<file path="src/rtl/ksa_share_arbiter.sv">
// Round-robin time-sharing wrapper around one external combinational adder.
// Grants one requester, holds its operands on the adder for SETTLE_CYCLES, then returns {cout, sum}.
module ksa_share_arbiter #(
    parameter int WIDTH         = 16,
    parameter int NREQ          = 4,
    parameter int SETTLE_CYCLES = 1
) (
    input  logic                    wb_clk_i,
    input  logic                    wb_rst_ni,
    input  logic [NREQ-1:0]         req_valid,
    output logic [NREQ-1:0]         req_ready,
    input  logic [NREQ*WIDTH-1:0]   req_a,
    input  logic [NREQ*WIDTH-1:0]   req_b,
    output logic [NREQ-1:0]         resp_valid,
    input  logic [NREQ-1:0]         resp_ready,
    output logic [WIDTH-1:0]        resp_sum,
    output logic                    resp_cout,
    output logic [WIDTH-1:0]        add_a,
    output logic [WIDTH-1:0]        add_b,
    input  logic [WIDTH-1:0]        add_sum,
    input  logic                    add_cout,
    output logic                    busy,
    output logic [31:0]             op_count
);
    localparam int IDW = (NREQ > 1) ? $clog2(NREQ) : 1;
    localparam int CW  = 4;

    localparam logic [1:0] IDLE  = 2'd0;
    localparam logic [1:0] ISSUE = 2'd1;
    localparam logic [1:0] RESP  = 2'd2;

    logic [1:0]       state;
    logic [IDW-1:0]   ptr;
    logic [IDW-1:0]   gid;
    logic [CW-1:0]    cnt;
    logic [WIDTH-1:0] op_a, op_b;
    logic [WIDTH-1:0] res_sum;
    logic             res_cout;

    // Unpack the flat operand buses into per-requester lanes.
    logic [WIDTH-1:0] a_lane [NREQ];
    logic [WIDTH-1:0] b_lane [NREQ];
    for (genvar i = 0; i < NREQ; i++) begin : g_lane
        assign a_lane[i] = req_a[i*WIDTH +: WIDTH];
        assign b_lane[i] = req_b[i*WIDTH +: WIDTH];
    end

    // Rotate valids so bit 0 is the pointer position, then take the lowest set bit.
    logic [2*NREQ-1:0] dbl;
    logic [NREQ-1:0]   rot;
    logic [IDW:0]      off;
    logic [IDW:0]      sel;
    logic [IDW-1:0]    pick;
    logic              any;

    assign dbl = {req_valid, req_valid} >> ptr;
    assign rot = dbl[NREQ-1:0];

    always_comb begin
        off = '0;
        any = 1'b0;
        for (int k = NREQ-1; k >= 0; k--) begin
            if (rot[k]) begin
                off = (IDW+1)'(k);
                any = 1'b1;
            end
        end
        sel = {1'b0, ptr} + off;
        if (sel >= (IDW+1)'(NREQ))
            sel = sel - (IDW+1)'(NREQ);
        pick = sel[IDW-1:0];
    end

    always_ff @(posedge wb_clk_i or negedge wb_rst_ni) begin
        if (!wb_rst_ni) begin
            state    <= IDLE;
            ptr      <= '0;
            gid      <= '0;
            cnt      <= '0;
            op_a     <= '0;
            op_b     <= '0;
            res_sum  <= '0;
            res_cout <= 1'b0;
            op_count <= '0;
        end else begin
            case (state)
                IDLE: begin
                    if (any) begin
                        op_a  <= a_lane[pick];
                        op_b  <= b_lane[pick];
                        gid   <= pick;
                        cnt   <= CW'(SETTLE_CYCLES - 1);
                        state <= ISSUE;
                    end
                end
                ISSUE: begin
                    if (cnt == '0) begin
                        res_sum  <= add_sum;
                        res_cout <= add_cout;
                        state    <= RESP;
                    end else begin
                        cnt <= cnt - 1'b1;
                    end
                end
                RESP: begin
                    if (resp_ready[gid]) begin
                        state    <= IDLE;
                        ptr      <= (gid == IDW'(NREQ-1)) ? '0 : gid + 1'b1;
                        op_count <= op_count + 32'd1;
                    end
                end
                default: state <= IDLE;
            endcase
        end
    end

    // Operands come straight from registers so the adder inputs never glitch.
    assign add_a      = op_a;
    assign add_b      = op_b;
    assign resp_sum   = res_sum;
    assign resp_cout  = res_cout;
    assign busy       = (state != IDLE);
    assign req_ready  = (state == IDLE && any) ? (NREQ'(1) << pick) : '0;
    assign resp_valid = (state == RESP) ? (NREQ'(1) << gid) : '0;

endmodule
</file>
<file path="config.mk">
export PLATFORM = sky130hd
export DESIGN_NAME = ksa_share_arbiter
export DESIGN_NICKNAME = d
export VERILOG_FILES = /design/src/rtl/ksa_share_arbiter.sv
export SDC_FILE = /design/constraint.sdc
export NUM_CORES = 1
export LEC_CHECK = 0
export ABC_AREA = 1
export CAP_MARGIN = 15
export CORE_ASPECT_RATIO = 1.4
export CORE_UTILIZATION = 39
export DETAILED_ROUTE_END_ITERATION = 6
export PLACE_DENSITY = 0.78
export SETUP_SLACK_MARGIN = 0.2
export SYNTH_ARGS = -nofsm -noshare
export SYNTH_HDL_FRONTEND = slang
export SYNTH_SLANG_ARGS = --single-unit
</file>
<file path="constraint.sdc">
create_clock -name wb_clk_i -period 3.8 [get_ports wb_clk_i]
set_clock_uncertainty 0.2 [all_clocks]
set_input_delay 1.14 -clock wb_clk_i [delete_from_list [all_inputs] [get_ports wb_clk_i]]
set_output_delay 1.14 -clock wb_clk_i [all_outputs]
set_load 0.02 [all_outputs]
</file>
---- Yosys cells after proc, flatten, opt, wreduce, memory -nomap -nowiden ----
Cells that the tools add are included.
storage, ports and cells
  memory bits (writable) .................. 0
  memory bits (read-only) ................. 0
  bits in registers ....................... 91
  memories kept ........................... 0
  logic and storage cells ................. 65
  input bits .............................. 155
  bits in latches ......................... 0
  output and inout bits ................... 90
operators by class
  reductions and logical operators ........ 10
  bitwise logic cells ..................... 1
  shift operators ......................... 3
  multiply operators ...................... 0
  muxes and demuxes ....................... 27
  magnitude comparators ................... 3
  equal/unequal tests ..................... 7
  $add $sub $neg .......................... 5
  div/mod/pow operators ................... 0
operators with widths
  kind                   number
  $bmux 16 s2            2
  $mux 16                4
  $add 32x1->32 const B  1
  $mux 4                 4
  $mux 2                 7
  $ne 2x2->1 const B     4
  $pmux 4 s2             1
  $shl 1x2->4 const A    2
  $shr 8x2->4            1
  $ge 3x3->1 const B     2
  $mux 3                 2
  $pmux 2 s3             1
  $reduce_and 2->1       3
  $reduce_and 3->1       2
  $mux 1                 5
  $eq 2x2->1 const B     2
  $logic_not 4->1        1
  $reduce_bool 2->1      2
  $sub 4x1->4 const B    1
  $add 2x3->3            1
  $lt 2x3->1 const B     1
  $not 2->3              1
  $add 2x1->2 const B    1
  $bmux 1 s2             1
  4 further kinds        4

---- Logic depth before layout (Yosys ltp) ----
Gate-level depths: netlist (run 1).
  depth in word-level cells ............... 12
  gate-level depth with buffers ........... 14
  mapped depth without buffers ............ 14

---- Least setup slack after synthesis (run 1) ----
OpenSTA, ideal clock, no wires.
  path kind ............................... input port to output port
  from .................................... input req_valid[1]
  to ...................................... output req_ready[2]
  cell stages on the path ................. 11
  arrival time ............................ 2.889 ns
  data required time ...................... 2.460 ns
  buffers on the path ..................... 2
  slack ................................... -0.429 ns
  cells stage by stage .................... nand2_1 -> nand3_1 -> nand2_1 -> nand3_1 -> a21boi_0 -> ha_1 -> inv_1 -> clkbuf_1 -> clkbuf_1 -> nand2_1 -> nor2_1
on the way
  cells in the longest elaborated chain, start to end .. 10
  elaborated cells on any way between the ends .. 16
  those cells by class .................... add/sub (2); order compare (1); shift (2); mux (10); reduce/logical (1)
RTL lines
  item                                              RTL line  text
  start, declared                                   10        input logic [NREQ-1:0] req_valid,
  $shr 8x2->4 *                                     56        assign dbl = {req_valid, req_valid} >> ptr;
  $mux 2 (2 in series)                              63        if (rot[k]) begin
  $mux 3                                            63
  $mux 3 *                                          63
  $add 2x3->3 *                                     68        sel = {1'b0, ptr} + off;
  $ge 3x3->1 / $sub 2x1->2 (equally long branches)  69, 70
  $mux 2 *                                          69        if (sel >= (IDW+1)'(NREQ))
  via sel[0]                                        52        logic [IDW:0] sel;
  $shl 1x2->4 *                                     123       assign req_ready = (state == IDLE && any) ? (NREQ'(1) << pick) : '0;
  $mux 4 *                                          123
  end, declared                                     11        output logic [NREQ-1:0] req_ready,
Mark *: on every way through the listed nets, which the timed path passes. The rest lies on a longest branch.

---- Final worst setup path (run 1) ----
  from .................................... input req_valid[1]
  to ...................................... output req_ready[0]
on the way
  cells in the longest elaborated chain, start to end .. 10
  elaborated cells on any way between the ends .. 16
  those cells by class .................... add/sub (2); order compare (1); shift (2); mux (10); reduce/logical (1)
RTL lines
  item                                              RTL line
  $shr 8x2->4 *                                     56
  $mux 2 (2 in series)                              63
  $mux 3 (2 in series)                              63
  $add 2x3->3                                       68
  $ge 3x3->1 / $sub 2x1->2 (equally long branches)  69, 70
  $mux 2                                            69
  $shl 1x2->4                                       123
  $mux 4 *                                          123
Every way passes the cells marked *; elsewhere a longest branch is shown, timed or not.

==> impl_metrics.yaml, run 1 <==
synth:
  yosysTopAreaCell: "dfrtp_1"
  yosys-top-cells-area: "dfrtp_1 (40%), nand2_1 (23%), nand3_1 (7.5%)"
  seq_area_frac_synth: 0.4049
  synth_edf_count: 0
  synth_warnings: 0
  synth_top_area_frac: 0.4049
  synthFlopType: "dfrtp_1"
  avgSynthCellArea_sq_um: 7.248
  synth_cell_types: 31
  synth_top_cells_by_count: "nand2_1 (342), dfrtp_1 (91), nand3_1 (84)"
  yosysMostFrequentCell: "nand2_1"
  synth_fp_nets: 939
  postSynthCellCount: 776
  synth_seq_cells: 91
  async_flop_share: 1.000
  netlist_area_sq_mm: 0.005624
timing:
  fmax_mhz: 252.2
  rsz0062_at_grt: "yes"
  setup_violations: 4
  setup_slack_ns: -0.1644
  fin_hold_ws_ns: 0.2788
  tightest_slew_ns: 0.6746
  slew_headroom: 0.5503
  fin_crit_sh: 1.043
  slew_violations: 0
  finalHoldViolCount: 0
  setup_tns_ns: -0.5259
  fin_crit_ns: 3.964
critical_path:
  startpoint: "req_valid[1]"
  crit_arrival_ns: 2.62
  endpoint: "req_ready[0]"
  critPathRequiredTime_ns: 2.46
  worst-r2r-setup-slack_ns: 1.25
  crit_fanout: 6
  cp_slowest_stage_delay_ns: 0.19
  start_kind: "primary input"
  path_depth: 13
  crit_family: "simple AND/OR/NAND/NOR gates"
  endpoint_kind: "output pin"
  path_buf_inv: 3
  r2r_end: "add_b[3]"
  crit_chain: "buf_6 -> nand2_4 -> nand3_2 -> nand2_2 -> nand3_2 -> a21boi_4 -> ha_4 -> xor2_4 -> inv_2 -> nand3_4 -> nand2_8 -> nor3_4 -> buf_6"
  r2r_start: "ptr[0]"
  r2r_cells: 13
  crit_type: "in2out"
  slowest_stage: "xor2_4"
floorplan:
  ios: 245
  core_sq_mm: 0.01397
  fp.dieH_microns: 144.1
  dieWidth_microns: 103.5
  start_util: 0.4025
  die_area_sq_mm: 0.01491
  rows: 51
placed_design:
  place_ws_ns: -1.259
  gp_congestion: 0.9283
  place_inst: 1192
  dpl_cell_area_sq_mm: 0.008356
  dpl.hpwl_microns: 13300
  port_buffers: 244
pwr:
  peakVddDrop_v: 0.0004992
  p_leak_nw: 4.046
  p_per_area_mw_per_mm2: 829.5
clocking:
  htree_levels: 3
  cts_buffer_depth: 2
  clk_pin_slew_ns: 0.06
  cts_tree: "yes"
  cts_hold_buffers: 0
  clock_sinks: 91
  worstSkewPairLatency_ns: 0.35
  clock-root-buffer: "clkbuf_16"
  cts_made_buffers: 9
flow_run:
  maxCapViolations: 0
grt:
  antenna_found_initial: 0
  grt_use_total: 0.2426
  grt_max_degree: 67
  grt_pass1_wl_microns: 27750
  grt_pass1_vias: 5853
  overflow: 0
route:
  drt_pre_antenna_iters: 4
  viasPerCell: 4.920
  num_vias: 5953
  drt_iter0_markers: 201
  wl_microns: 17410
  wl_per_cell_microns: 14.39
  postRouteAntennaNets: 0
  drc: 0
finish:
  drive_gt1_frac: 0.1034
  area_delta_synth_final_pct: 56.04
  num_antenna_cells: 0
  final_area_sq_mm: 0.008776
  fin_nets: 1183
  finalNonFillerCells: 1210
hold_path:
  min_from: "op_count[31]"
  min_path_type: "reg2reg"
  hold-path-cell-count: 1
run_status:
  violations: "setup timing"
  outcome: "complete, but fails checks"
-- flip-flops by register name (all words and copies together) (netlist names) --
name and count:
resp_cout 1, op_count 32, state 2, cnt 4, add_a 16, ptr 2
gid 2, resp_sum 16, add_b 16
-- cells in the final DEF, fill, tap and decap left out, types with 2 or more instances in the layout --
| master | Yosys | layout |
|---|---|---|
| clkdlybuf4s50_1 | 0 | 235 |
| dfrtp_1 | 91 | 91 |
| nand3_1 | 84 | 79 |
| xnor2_1 | 9 | 9 |
| inv_2 | 6 | 7 |
| nand2_1 | 342 | 334 |
| buf_6 | 9 | 5 |
| nor3_4 | 0 | 2 |
| buf_4 | 1 | 29 |
| nand3_2 | 0 | 5 |
| nand2_2 | 2 | 7 |
| bufinv_16 | 0 | 2 |
| o21ai_0 | 9 | 9 |
| clkbuf_16 | 0 | 9 |
| nand4_1 | 33 | 33 |
| nand3b_1 | 2 | 2 |
| nor2_1 | 44 | 43 |
| nand2_8 | 0 | 3 |
| ha_1 | 8 | 7 |
| buf_8 | 0 | 2 |
| nand2_4 | 3 | 3 |
| nor2_2 | 1 | 2 |
| xor2_1 | 22 | 21 |
| mux2_2 | 17 | 17 |
| nor3_1 | 16 | 16 |
| nor2_4 | 2 | 2 |
| inv_1 | 34 | 33 |
| o21ai_1 | 2 | 2 |
| mux2i_1 | 2 | 2 |
-- cells by family (layout without fill, tap and decap cells) --
family,count (synthesis),count (layout),share of synthesized area
compound gates,15,15,0.01468
buf+inv,79,328,0.06852
flops,91,91,0.4049
fa+ha+maj,8,8,0.01780
simple gates,533,533,0.4082
mux,19,19,0.03760
xor+xnor,31,31,0.04828
-- worst reg2reg max path, delay by kind of cell, from the launching register on --
family | cells | cell delay (ns)
AO/OA/AOI/OAI | 1 | 0.17
XOR/XNOR | 1 | 0.19
adder cells (fa/ha/maj) | 1 | 0.17
buffers and inverters | 3 | 0.60
flip-flops | 1 | 0.40
AND/OR/NAND/NOR | 7 | 0.71
-- power breakdown --
| part | switching, mW | total [mW] | internal (mW) |
|---|---|---|---|
| sequential | 0.230 | 1.56 | 1.33 |
| combinational | 2.83 | 4.73 | 1.90 |
| clock | 0.394 | 0.993 | 0.598 |
| total | 3.45 | 7.28 | 3.83 |
-- repair_timing --
item,CTS,global route
endpoints found under the setup margin,4,4
pin swaps,9,2
gates resized for setup,54,4
buffers inserted,1,1
-- final cells by class --
class                   instances  area [sq um]
fillers                      1245          5199
well taps                     185         231.5
flip-flops and latches         91          2277
clock inverters                 5         85.08
multi-input cells             606          3113
repair buffers                272          2676
clock buffers                  11         242.7
inverters                      40         150.1
-- per-stage QoR --
step	power, mW	utilization
floorplan	4.649	-
global placement	6.108	0.5979
detailed placement	6.195	0.5979
CTS	7.300	0.6263
global route	7.870	0.6280
finish	7.280	0.6280
-- routing by layer --
layer	part of all wire	up-vias	GRT usage
li1	-	2978	-
met1	0.38	2712	0.2628
met2	0.52	220	0.4329
met3	0.064	43	0.05413
met4	0.036	0	0.1268
met5	0	-	0
-- how the worst min path moves through the flow --
stage	end	slack (ns)
global placement	op_count[31]	0.26
finish	op_count[31]	0.28
detailed placement	op_count[31]	0.27
global route	op_count[31]	0.31
floorplan	cnt[3]	0.31
CTS	op_count[31]	0.28
(Power assumes the default switching activity.)
==> run 2: changes to the inputs <==
Settings changed: HOLD_SLACK_MARGIN from default to 0.05, REMOVE_ABC_BUFFERS from default to 1.
==> impl_metrics.yaml, run 2 (synthesis results as in run 1) <==
pwr:
  p_leak_nw: 4.038
  p_total_mw: 7.156
  peakVddDrop_v: 0.0004695
  p_per_area_mw_per_mm2: 821.1
grt:
  grt_use_total: 0.2438
  grt_pass1_vias: 5784
  grt_max_degree: 67
  antenna_found_initial: 0
  overflow: 0
  grt_pass1_wl_microns: 27920
finish:
  final_area_sq_mm: 0.008716
  fin_nets: 1182
  largest_register_ffs: 32
  nFillCells: 1200
  layout_common_cells: "nand2_1 (331), clkdlybuf4s50_1 (235), dfrtp_1 (91)"
  area_delta_synth_final_pct: 54.97
  regArea_sq_mm: 0.002277
  drive_gt1_frac: 0.1084
  layout_commonest_cell: "nand2_1"
  multi_input_comb_area_sq_mm: 0.003088
  num_antenna_cells: 0
  largest-register: "op_count"
critical_path:
  critPathRequiredTime_ns: 2.46
  path_depth: 15
  path_buf_inv: 5
  crit_type: "in2out"
  r2r_cells: 15
  start_kind: "primary input"
  crit_fanout: 5
  cpMostUsedCell: "buf_4"
  cp_slowest_stage_delay_ns: 0.19
  endpoint_kind: "output pin"
  crit_arrival_ns: 2.78
  crit_family: "simple AND/OR/NAND/NOR gates"
  crit_chain: "buf_8 -> nand2_4 -> nand3_2 -> nand2_2 -> nand3_2 -> a21boi_2 -> buf_4 -> ha_4 -> xor2_1 -> buf_4 -> inv_4 -> nand3_4 -> nand2_4 -> nor3_2 -> buf_4"
  slowest_stage: "nor3_2"
floorplan:
  fp.dieH_microns: 144.1
  rows: 51
  dieWidth_microns: 103.5
  start_util: 0.4025
  die_area_sq_mm: 0.01491
  ios: 245
  core_sq_mm: 0.01397
placed_design:
  dpl.hpwl_microns: 13240
  dpl_cell_area_sq_mm: 0.008265
  gp_congestion: 0.9007
  place_ws_ns: -1.261
  port_buffers: 244
clocking:
  worstSkewPairLatency_ns: 0.34
  cts_made_buffers: 9
  htree_levels: 3
  cts_buffer_depth: 2
  clock-root-buffer: "clkbuf_16"
  cts_tree: "yes"
  clock_sinks: 91
  clk_pin_slew_ns: 0.07
timing:
  tightest_slew_ns: 0.6645
  fin_crit_sh: 1.083
  fin_hold_ws_ns: 0.2805
  finalHoldViolCount: 0
  rsz0062_at_grt: "yes"
  slew_headroom: 0.5570
  setup_violations: 4
  setup_tns_ns: -1.203
  setup_slack_ns: -0.3163
  fin_crit_ns: 4.116
  slew_violations: 0
  fmax_mhz: 242.9
route:
  drt_iter0_markers: 183
  drt_pre_antenna_iters: 5
  viasPerCell: 4.997
  drc: 0
  wl_per_cell_microns: 14.64
  num_vias: 6041
  wl_microns: 17690
  postRouteAntennaNets: 0
hold_path:
  hold-path-cell-count: 1
  min_path_type: "reg2reg"
run_status:
  violations: "setup timing"
  outcome: "complete, but fails checks"
flow_run:
  maxCapViolations: 0
[run 2: metrics by stage]
| stage | utilization | instances |
|---|---|---|
| floorplan | - | 737 |
| global placement | 0.5915 | 1189 |
| detailed placement | 0.5915 | 1189 |
| CTS | 0.6235 | 1209 |
| global route | 0.6237 | 1209 |
| finish | 0.6237 | 1209 |
[run 2: metal layers]
layer	wire, microns	up-vias	global-route usage
met5	0	-	0
met2	8977	254	0.4249
met3	1303	39	0.06863
met4	643	0	0.1008
met1	6768	2771	0.2750
li1	-	2977	-
[run 2: final cells by class]
cell class	instances	area share
Clock buffer	11	0.02785
Clock inverter	5	0.005312
Inverter	40	0.01751
Multi-Input combinational cell	606	0.3543
Sequential cell	91	0.2613
Tap cell	185	0.02656
Timing Repair Buffer	271	0.3072
[run 2: worst register-to-register path, cell delays in order, from the launching register on]
cell and delay (ns):
dfrtp_1 0.55, inv_2 0.17, nand2_4 0.12, nand3_2 0.07
nand2_2 0.11, nand3_2 0.06, a21boi_2 0.13, buf_4 0.13
ha_4 0.20, inv_2 0.10, buf_4 0.15, buf_4 0.48
nand2_1 0.15, nand2_1 0.10, nand4_1 0.12, nand3_1 0.12
[run 2: final timing paths]
kind | from | endpoint | slack, ns
worst max-delay path | req_valid[1] | req_ready[1] | -0.32
worst min-delay path | op_count[31] | op_count[31] | 0.28
worst max register to register | ptr[0] | add_b[10] | 0.80
worst min register to register | op_count[31] | op_count[31] | 0.28
max in group asynchronous | wb_rst_ni | resp_sum[11] | 2.12
min in group asynchronous | wb_rst_ni | op_count[12] | 0.60
[run 2: what timing repair did]
item | CTS | global route
pin swaps | 15 | 7
hold buffers | 0 | 0
setup endpoints to repair | 8 | 4
buffers inserted | 4 | 0
resized for setup | 69 | 1
[run 2: power by group]
part	total (mW)	switching (mW)	internal (mW)	leakage, nW
clock network	0.877	0.404	0.473	0.142
registers	1.57	0.242	1.33	1.15
logic	4.71	2.84	1.87	2.75
total	7.16	3.49	3.67	4.04
==> run 3: changes to the inputs <==
Settings changed: CORE_UTILIZATION 39 to 58, DONT_BUFFER_PORTS from default to 1, PLACE_DENSITY 0.78 to 0.76, SLEW_MARGIN from default to 10.
==> impl_metrics.yaml, run 3 (synthesis results as in run 1) <==
clocking:
  clock-root-buffer: "clkbuf_16"
  cts_buffer_depth: 2
  cts_tree: "yes"
  clock_sinks: 91
  clk_pin_slew_ns: 0.07
  htree_levels: 3
  worstSkewPairLatency_ns: 0.34
  cts_made_buffers: 9
  cts_hold_buffers: 0
run_status:
  violations: "setup timing"
  outcome: "complete, but fails checks"
floorplan:
  fp.dieH_microns: 118.5
  die_area_sq_mm: 0.01010
  dieWidth_microns: 85.23
  core_sq_mm: 0.009459
  start_util: 0.5946
  rows: 42
  ios: 245
route:
  drc: 0
  num_vias: 5212
  wl_microns: 14610
  viasPerCell: 5.830
  drt_pre_antenna_iters: 4
  postRouteAntennaNets: 0
  wl_per_cell_microns: 16.34
  drt_iter0_markers: 255
flow_run:
  maxCapViolations: 0
timing:
  fin_crit_sh: 1.019
  setup_tns_ns: -0.2197
  slew_headroom: 0.5827
  rsz0062_at_grt: "yes"
  setup_slack_ns: -0.07150
  fin_crit_ns: 3.872
  fin_hold_ws_ns: 0.2831
  slew_violations: 0
  setup_violations: 4
  fmax_mhz: 258.3
  tightest_slew_ns: 0.6259
  finalHoldViolCount: 0
finish:
  area_delta_synth_final_pct: 10.41
  layout_commonest_cell: "nand2_1"
  num_antenna_cells: 0
  final_area_sq_mm: 0.006210
  layout_common_cells: "nand2_1 (335), dfrtp_1 (90), nand3_1 (78)"
  fin_nets: 942
  largest-register: "op_count"
  largest_register_ffs: 32
  drive_gt1_frac: 0.1301
pwr:
  peakVddDrop_v: 0.0006147
  p_per_area_mw_per_mm2: 1027
  p_leak_nw: 3.083
  p_total_mw: 6.380
critical_path:
  crit_type: "in2out"
  crit_fanout: 7
  critPathRequiredTime_ns: 2.46
  crit_arrival_ns: 2.53
  start_kind: "primary input"
  endpoint_kind: "output pin"
placed_design:
  port_buffers: 0
  dpl_cell_area_sq_mm: 0.005722
  gp_congestion: 0.8691
  dpl.hpwl_microns: 10720
hold_path:
  min_path_type: "in2async"
grt:
  overflow: 0
  grt_pass1_wl_microns: 23200
  grt_pass1_vias: 4993
  grt_max_degree: 92
  antenna_found_initial: 0
  grt_use_total: 0.2925
[run 3: cell count changes in the layout (fill, tap and decap cells not counted), moves of 3 or more]
cell	delta
clkdlybuf4s50_1	-235
nand2_1	+4
nand2_4	-4
nand2_2	-3
nand2_8	+3
nand3_2	-3
[run 3: path summary, 6_finish.rpt]
| path | from | endpoint | depth (start not counted) | slack [ns] |
|---|---|---|---|---|
| min in group wb_clk_i | cnt[3] | cnt[3] | 2 | 0.35 |
| hold / removal | wb_rst_ni | op_count[7] | 0 | 0.28 |
| max in group asynchronous | wb_rst_ni | ptr[1] | 0 | 2.99 |
| setup reg to reg | ptr[0] | add_b[5] | 13 | 0.97 |
| setup / recovery | req_valid[3] | req_ready[3] | 12 | -0.07 |
| hold reg to reg | cnt[3] | cnt[3] | 2 | 0.35 |
[run 3: per-stage QoR]
step | worst slack (ns) | util | cells
CTS | -0.1104 | 0.6526 | 894
finish | -0.07150 | 0.6565 | 894
floorplan | -1.888 | - | 737
global route | -0.1664 | 0.6565 | 894
detailed placement | -0.2945 | 0.6049 | 871
global placement | -0.2503 | 0.6049 | 871
[run 3: worst max-delay path, cell delays in order]
cell      delay, ns
nand2_1        0.11
nand3_2        0.11
nand2_2        0.12
a21boi_2       0.06
ha_2           0.21
xor2_4         0.17
inv_2          0.09
nand3_4        0.09
nand2_8        0.12
nand2_1        0.07
nor2_1         0.09
buf_4          0.15
[run 3: layout make-up]
type,count,area [sq um]
Fill cell,821,3249
Multi-Input combinational cell,606,3110
Sequential cell,91,2278
Timing Repair Buffer,31,256.5
Clock buffer,9,225.2
Inverter,40,150.1
Tap cell,110,137.6
Clock inverter,7,51.30
[run 3: per-layer routing]
metal / vias up / routed length [microns] / GRT usage
met5: - / 0 / 0
met4: 0 / 656 / 0.1610
met3: 54 / 962 / 0.06145
met2: 254 / 7690 / 0.5247
met1: 2410 / 5298 / 0.3149
li1: 2494 / - / -
[run 3: report_power, final]
part           switching [mW]  leakage, nW  internal, mW
Clock                   0.392        0.132         0.447
Sequential              0.667         1.15          1.33
Combinational            2.23         1.80          1.31
Total                    3.29         3.08          3.09
[run 3: timing repair]
| action | 4_1_cts | 5_1_grt |
|---|---|---|
| setup buffers | 7 | 0 |
| resized for setup | 25 | 8 |
| cloned | 0 | 0 |
| setup endpoints to repair | 4 | 4 |
| pin swaps | 7 | 7 |
